### config.mk
export PLATFORM = sky130hd
export DESIGN_NAME = multicycle_control
export DESIGN_NICKNAME = d
export VERILOG_FILES = /design/src/rtl/riscv_ctrl_pkg.sv /design/src/rtl/mc_wait_timer.sv /design/src/rtl/multicycle_control.sv
export SDC_FILE = /design/constraint.sdc
export NUM_CORES = 1
export LEC_CHECK = 0
export CORE_MARGIN = 2
export CORE_UTILIZATION = 41
export DETAILED_ROUTE_END_ITERATION = 6
export PLACE_DENSITY = 0.74
export SLEW_MARGIN = 25
export SYNTH_ARGS = -nofsm -noshare
export SYNTH_HDL_FRONTEND = slang
export SYNTH_HIERARCHICAL = 1
export SYNTH_SLANG_ARGS = --single-unit
### constraint.sdc
create_clock -name clk -period 1.6 [get_ports clk]
set_input_delay 0.32 -clock clk [delete_from_list [all_inputs] [get_ports clk]]
set_output_delay 0.32 -clock clk [all_outputs]
set_load 0.01 [all_outputs]
### src/rtl/riscv_ctrl_pkg.sv
// Shared encodings for the multi-cycle RV32I controller: opcodes, FSM states
// and the select/operation codes it drives into the datapath.
package riscv_ctrl_pkg;

    localparam logic [6:0] OP_LOAD   = 7'b0000011;
    localparam logic [6:0] OP_STORE  = 7'b0100011;
    localparam logic [6:0] OP_RTYPE  = 7'b0110011;
    localparam logic [6:0] OP_ITYPE  = 7'b0010011;
    localparam logic [6:0] OP_BRANCH = 7'b1100011;
    localparam logic [6:0] OP_JAL    = 7'b1101111;
    localparam logic [6:0] OP_JALR   = 7'b1100111;

    typedef enum logic [3:0] {
        S_IDLE      = 4'd0,
        S_FETCH     = 4'd1,
        S_DECODE    = 4'd2,
        S_MEMADR    = 4'd3,
        S_MEMRD     = 4'd4,
        S_MEMWB     = 4'd5,
        S_MEMWR     = 4'd6,
        S_EXEC_R    = 4'd7,
        S_EXEC_I    = 4'd8,
        S_ALUWB     = 4'd9,
        S_BRANCH    = 4'd10,
        S_JAL       = 4'd11,
        S_JALR      = 4'd12,
        S_JALR_LINK = 4'd13,
        S_ERROR     = 4'd15
    } state_t;

    localparam logic [1:0] ALU_ADD    = 2'b00;
    localparam logic [1:0] ALU_SUB    = 2'b01;
    localparam logic [1:0] ALU_RFUNCT = 2'b10;
    localparam logic [1:0] ALU_IFUNCT = 2'b11;

    localparam logic [1:0] SRCA_PC    = 2'b00;
    localparam logic [1:0] SRCA_OLDPC = 2'b01;
    localparam logic [1:0] SRCA_RS1   = 2'b10;

    localparam logic [1:0] SRCB_RS2   = 2'b00;
    localparam logic [1:0] SRCB_FOUR  = 2'b01;
    localparam logic [1:0] SRCB_IMM   = 2'b10;

    localparam logic [1:0] PCSRC_ALU    = 2'b00;
    localparam logic [1:0] PCSRC_ALUOUT = 2'b01;
    localparam logic [1:0] PCSRC_JALR   = 2'b10;

    localparam logic [1:0] WB_ALUOUT = 2'b00;
    localparam logic [1:0] WB_MDR    = 2'b01;
    localparam logic [1:0] WB_ALU    = 2'b10;

    localparam logic [1:0] FAULT_NONE    = 2'b00;
    localparam logic [1:0] FAULT_ILLEGAL = 2'b01;
    localparam logic [1:0] FAULT_TIMEOUT = 2'b10;

    // States that own the memory port and may be stretched by mem_ready.
    function automatic logic is_mem_state(state_t s);
        return (s == S_FETCH) || (s == S_MEMRD) || (s == S_MEMWR);
    endfunction

endpackage

### src/rtl/mc_wait_timer.sv
// Counts cycles spent waiting on mem_ready; expired flags the last waiting
// cycle allowed before the controller gives up (never fires when MEM_TIMEOUT=0).
module mc_wait_timer #(
    parameter int MEM_TIMEOUT = 16,
    parameter int CNT_W       = 5
) (
    input  logic clk,
    input  logic rst_n,
    input  logic clear,
    input  logic count,
    output logic expired
);

    localparam logic [CNT_W-1:0] LIMIT = (MEM_TIMEOUT == 0) ? '0 : CNT_W'(MEM_TIMEOUT - 1);

    logic [CNT_W-1:0] cnt;

    always_ff @(posedge clk or negedge rst_n) begin
        if (!rst_n) begin
            cnt <= '0;
        end else if (clear) begin
            cnt <= '0;
        end else if (count) begin
            cnt <= cnt + CNT_W'(1);
        end
    end

    assign expired = (MEM_TIMEOUT != 0) && (cnt == LIMIT);

endmodule

### src/rtl/multicycle_control.sv
// Multi-cycle RV32I control FSM: Moore strobes per state for the shared
// datapath, ready-stretched memory states and a sticky trap on faults.
module multicycle_control
    import riscv_ctrl_pkg::*;
#(
    parameter int MEM_TIMEOUT = 16,
    parameter int CNT_W       = 5
) (
    input  logic       clk,
    input  logic       rst_n,
    input  logic [6:0] opcode,
    input  logic       mem_ready,
    output logic       pc_write,
    output logic       pc_write_cond,
    output logic [1:0] pc_source,
    output logic       iord,
    output logic       mem_read,
    output logic       mem_write,
    output logic       ir_write,
    output logic [1:0] mem_to_reg,
    output logic       reg_write,
    output logic [1:0] alu_src_a,
    output logic [1:0] alu_src_b,
    output logic [1:0] alu_op,
    output logic [1:0] fault,
    output logic [3:0] state
);

    state_t     cur, nxt;
    logic [1:0] fault_nxt;
    logic       in_mem, timed_out;

    // The counter only runs while a memory state is stalled; anything else resets it.
    assign in_mem = is_mem_state(cur);

    mc_wait_timer #(
        .MEM_TIMEOUT(MEM_TIMEOUT),
        .CNT_W      (CNT_W)
    ) u_timer (
        .clk    (clk),
        .rst_n  (rst_n),
        .clear  (!in_mem || mem_ready),
        .count  (in_mem && !mem_ready),
        .expired(timed_out)
    );

    always_ff @(posedge clk or negedge rst_n) begin
        if (!rst_n) begin
            cur   <= S_IDLE;
            fault <= FAULT_NONE;
        end else begin
            cur   <= nxt;
            fault <= fault_nxt;
        end
    end

    assign state = cur;

    always_comb begin
        nxt           = cur;
        fault_nxt     = fault;
        pc_write      = 1'b0;
        pc_write_cond = 1'b0;
        pc_source     = PCSRC_ALU;
        iord          = 1'b0;
        mem_read      = 1'b0;
        mem_write     = 1'b0;
        ir_write      = 1'b0;
        mem_to_reg    = WB_ALUOUT;
        reg_write     = 1'b0;
        alu_src_a     = SRCA_PC;
        alu_src_b     = SRCB_RS2;
        alu_op        = ALU_ADD;

        case (cur)
            S_IDLE: nxt = S_FETCH;
            S_FETCH: begin
                mem_read  = 1'b1;
                alu_src_b = SRCB_FOUR;
                ir_write  = mem_ready;
                pc_write  = mem_ready;
                if (mem_ready) nxt = S_DECODE;
            end
            S_DECODE: begin
                alu_src_a = SRCA_OLDPC;
                alu_src_b = SRCB_IMM;
                case (opcode)
                    OP_LOAD, OP_STORE: nxt = S_MEMADR;
                    OP_RTYPE:          nxt = S_EXEC_R;
                    OP_ITYPE:          nxt = S_EXEC_I;
                    OP_BRANCH:         nxt = S_BRANCH;
                    OP_JAL:            nxt = S_JAL;
                    OP_JALR:           nxt = S_JALR;
                    default: begin
                        nxt       = S_ERROR;
                        fault_nxt = FAULT_ILLEGAL;
                    end
                endcase
            end
            S_MEMADR: begin
                alu_src_a = SRCA_RS1;
                alu_src_b = SRCB_IMM;
                nxt       = (opcode == OP_LOAD) ? S_MEMRD : S_MEMWR;
            end
            S_MEMRD: begin
                iord     = 1'b1;
                mem_read = 1'b1;
                if (mem_ready) nxt = S_MEMWB;
            end
            S_MEMWB: begin
                reg_write  = 1'b1;
                mem_to_reg = WB_MDR;
                nxt        = S_FETCH;
            end
            S_MEMWR: begin
                iord      = 1'b1;
                mem_write = 1'b1;
                if (mem_ready) nxt = S_FETCH;
            end
            S_EXEC_R: begin
                alu_src_a = SRCA_RS1;
                alu_op    = ALU_RFUNCT;
                nxt       = S_ALUWB;
            end
            S_EXEC_I: begin
                alu_src_a = SRCA_RS1;
                alu_src_b = SRCB_IMM;
                alu_op    = ALU_IFUNCT;
                nxt       = S_ALUWB;
            end
            S_ALUWB: begin
                reg_write = 1'b1;
                nxt       = S_FETCH;
            end
            S_BRANCH: begin
                alu_src_a     = SRCA_RS1;
                alu_op        = ALU_SUB;
                pc_write_cond = 1'b1;
                pc_source     = PCSRC_ALUOUT;
                nxt           = S_FETCH;
            end
            S_JAL: begin
                alu_src_a  = SRCA_OLDPC;
                alu_src_b  = SRCB_FOUR;
                reg_write  = 1'b1;
                mem_to_reg = WB_ALU;
                pc_write   = 1'b1;
                pc_source  = PCSRC_ALUOUT;
                nxt        = S_FETCH;
            end
            S_JALR: begin
                alu_src_a = SRCA_RS1;
                alu_src_b = SRCB_IMM;
                nxt       = S_JALR_LINK;
            end
            S_JALR_LINK: begin
                alu_src_a  = SRCA_OLDPC;
                alu_src_b  = SRCB_FOUR;
                reg_write  = 1'b1;
                mem_to_reg = WB_ALU;
                pc_write   = 1'b1;
                pc_source  = PCSRC_JALR;
                nxt        = S_FETCH;
            end
            S_ERROR: nxt = S_ERROR;
            default: nxt = S_ERROR;
        endcase

        // A completing access in the final allowed cycle still wins over the timeout.
        if (in_mem && !mem_ready && timed_out) begin
            nxt       = S_ERROR;
            fault_nxt = FAULT_TIMEOUT;
        end
    end

endmodule
==> flow_summary.toml <==
[outcome]
status = "finished with violations"
violations = "setup timing"

[critical_path]
critPathKind = "flip-flop to output pin"
path_delay_family = "simple AND/OR/NAND/NOR gates"
cp-end-kind = "output pin"
max_stage_delay_ns = 0.45
cp_slowest_cell = "dfrtp_2"
crit_top_cell = "buf_6"
crit_fanout = 4
crit_cells = 5
path_buf_inv = 2
crit_chain = "buf_6, nor4b_4, and2_4, or2_2, buf_6"
ff2ff_path_depth = 6
arrival_ns = 1.50
start_kind = "flip-flop"
critPathRequiredTime_ns = 1.28

[timing]
setup_slack_ns = -0.2220
max_freq_mhz = 548.9
holdWs_ns = 0.3710
fin_worst_skew_ns = 0.003632
rsz0062_at_grt = "yes"
worst_pin_slew_ns = 0.4721
fin_crit_ns = 1.822
slew_headroom = 0.6843
finalSetupViolations = 21
fin_crit_sh = 1.139
hold_viol = 0
final_max_slew_viol_count = 0

[drt]
wirelength_um = 3166
via_per_inst = 5.376
vias = 1172
drtPass1Iterations = 4
ant_nets = 0
wl_per_cell_um = 14.52
drt-initial-drc-count = 38
drc = 0

[pwr]
p_leak_nw = 0.8233
total_power_w = 0.002979
powerDensity_nw_per_um2 = 1685
peakVddDrop_v = 0.001079

[grt]
overflow = 0
grt_pass1_wl_um = 5126
grt_use_total = 0.2451
grt_start_max_net_pins = 12
antenna_found_initial = 0
grt_pass1_vias = 1166

[logic_synthesis]
synth_cell_type_count = 50
ys_ff_latch = 11
synth_compound_area_frac = 0.1929
seq_area_frac_synth = 0.2774
syn_inst = 118
synth-edff-count = 0
synth_xor_area_frac = 0.01765
yosys-top-cells-count = "nor2_1, dfrtp_1, a21oi_1, nand2b_1"
syn-cell-area_um2 = 992.2
synth_most_common_cell = "nor2_1"
synth_top_family_by_area = "simple AND/OR/NAND/NOR gates"
synth_fa_ha_area_frac = 0.02522
ys.flop_type = "dfrtp_1"
yosys.area.top_type_share = 0.2774
synth.avg_cell_area_um2 = 8.408
synth_mux_area_frac = 0.02522
synth-async-reset-ratio = 1.000
yosysWarnings = 6
yosysTopAreaCell = "dfrtp_1"
synthTopCellsByArea = "dfrtp_1, nor2_1, nand2b_1, nand3b_1, a21oi_1"
synth_fp_nets = 130
synthSimpleGateAreaFrac = 0.3745

[min_path]
hold_path.class = "primary input to asynchronous set/reset pin"

[flow_run]
drv_cap = 0

[layout]
final_nets = 203
diodes = 0
drive_above_1_share = 0.5211
synthToLayoutAreaGrowth_pct = 78.18

[placed_design]
portBuffers = 32
hpwlAfterDp_um = 2201
globalplace.congestion = 0.8393

[die]
die_h_um = 53.20
initial_core_util = 0.4401
core_area_um2 = 2255
dieArea_um2 = 2830
fp-row-count = 17
top_level_ports = 33
die_w_um = 53.20

[clock_network]
cts_tree = "done"
cts_root_buf = "clkbuf_4"
cts.reportedPaths.clkPinSlew_ns = 0.07
htreeDepth = 1
cts_buffer_depth = 2
clock_latency_ns = 0.27
cts.sinks = 11
ctsHoldBuffers = 0
numCtsBuffers = 3
## cell families (layout without fill, tap and decap cells)
kind of cell / count (synthesis) / count (layout)
DFF: 11 / 11
muxes: 2 / 2
AOI/OAI and AO/OA: 28 / 28
xor gates and xnor gates: 2 / 2
buffers and inverters: 14 / 86
and+or+nand+nor: 59 / 59
adders and majority gates: 2 / 2
## cell type report
cell class                      instances  area, um^2
Sequential cell                        11       280.3
Multi-Input combinational cell         93       758.2
Clock buffer                            4       26.28
Tap cell                               28       35.03
Timing Repair Buffer                   77       646.9
Fill cell                             162       486.7
Inverter                                5       21.27
## flip-flops by register name (all words and copies together), names as in the netlist
name,flops
state,4
fault,2
u_timer/cnt,5
## power by group
part / switching (W) / internal (W) / total (W)
sequential: 0.000113 / 0.000341 / 0.000454
clock: 0.0000935 / 0.0000965 / 0.000190
combinational: 0.00104 / 0.00130 / 0.00233
## metal layers
layer  vias to the layer above  GRT usage  share of wire
met2                        35     0.4479           0.54
met5                         -          0              0
met1                       566     0.2910           0.41
met4                         0    0.07692         0.0085
li1                        567          -              -
met3                         4    0.03672          0.047
## cell usage in the layout, fill, tap and decap left out, types with 4 or more instances in the layout
master / netlist / routed
buf_4: 2 / 32
clkdlybuf4s50_1: 0 / 12
nand3b_1: 5 / 5
buf_2: 3 / 13
nor3_1: 5 / 4
nand2_1: 4 / 4
nor2b_1: 4 / 4
dfrtp_1: 11 / 7
nand2b_1: 7 / 5
buf_6: 3 / 16
dfrtp_2: 0 / 4
a21oi_1: 7 / 6
nor2_1: 12 / 10
## worst paths after layout
kind | start | slack (ns) | end
hold reg to reg | fault[1] | 0.52 | fault[1]
hold / removal | rst_n | 0.37 | u_timer/cnt[2]
setup reg to reg | state[2] | -0.15 | fault[1]
max in group asynchronous | rst_n | 0.88 | state[3]
setup / recovery | state[1] | -0.22 | pc_write
min in group clk | fault[1] | 0.52 | fault[1]
## what timing repair did
| action | 4_1_cts | 5_1_grt |
|---|---|---|
| setup buffers | 8 | 4 |
| setup endpoints to repair | 30 | 27 |
| resized for setup | 99 | 21 |
| pin swaps | 10 | 7 |
## per-stage QoR
step | area, um^2 | TNS [ns] | worst slack [ns] | util | cells
6_report | 1768 | -2.189 | -0.2220 | 0.7841 | 218
2_1_floorplan | 999.7 | 0 | 0.002578 | - | 118
4_1_cts | 1675 | -1.798 | -0.2110 | 0.7431 | 215
3_5_place_dp | 1543 | -5.413 | -0.3585 | 0.6842 | 203
5_1_grt | 1768 | -3.534 | -0.2977 | 0.7841 | 218
3_3_place_gp | 1543 | -4.709 | -0.3451 | 0.6842 | 203
Note: power is estimated with default switching activity, not from simulation.
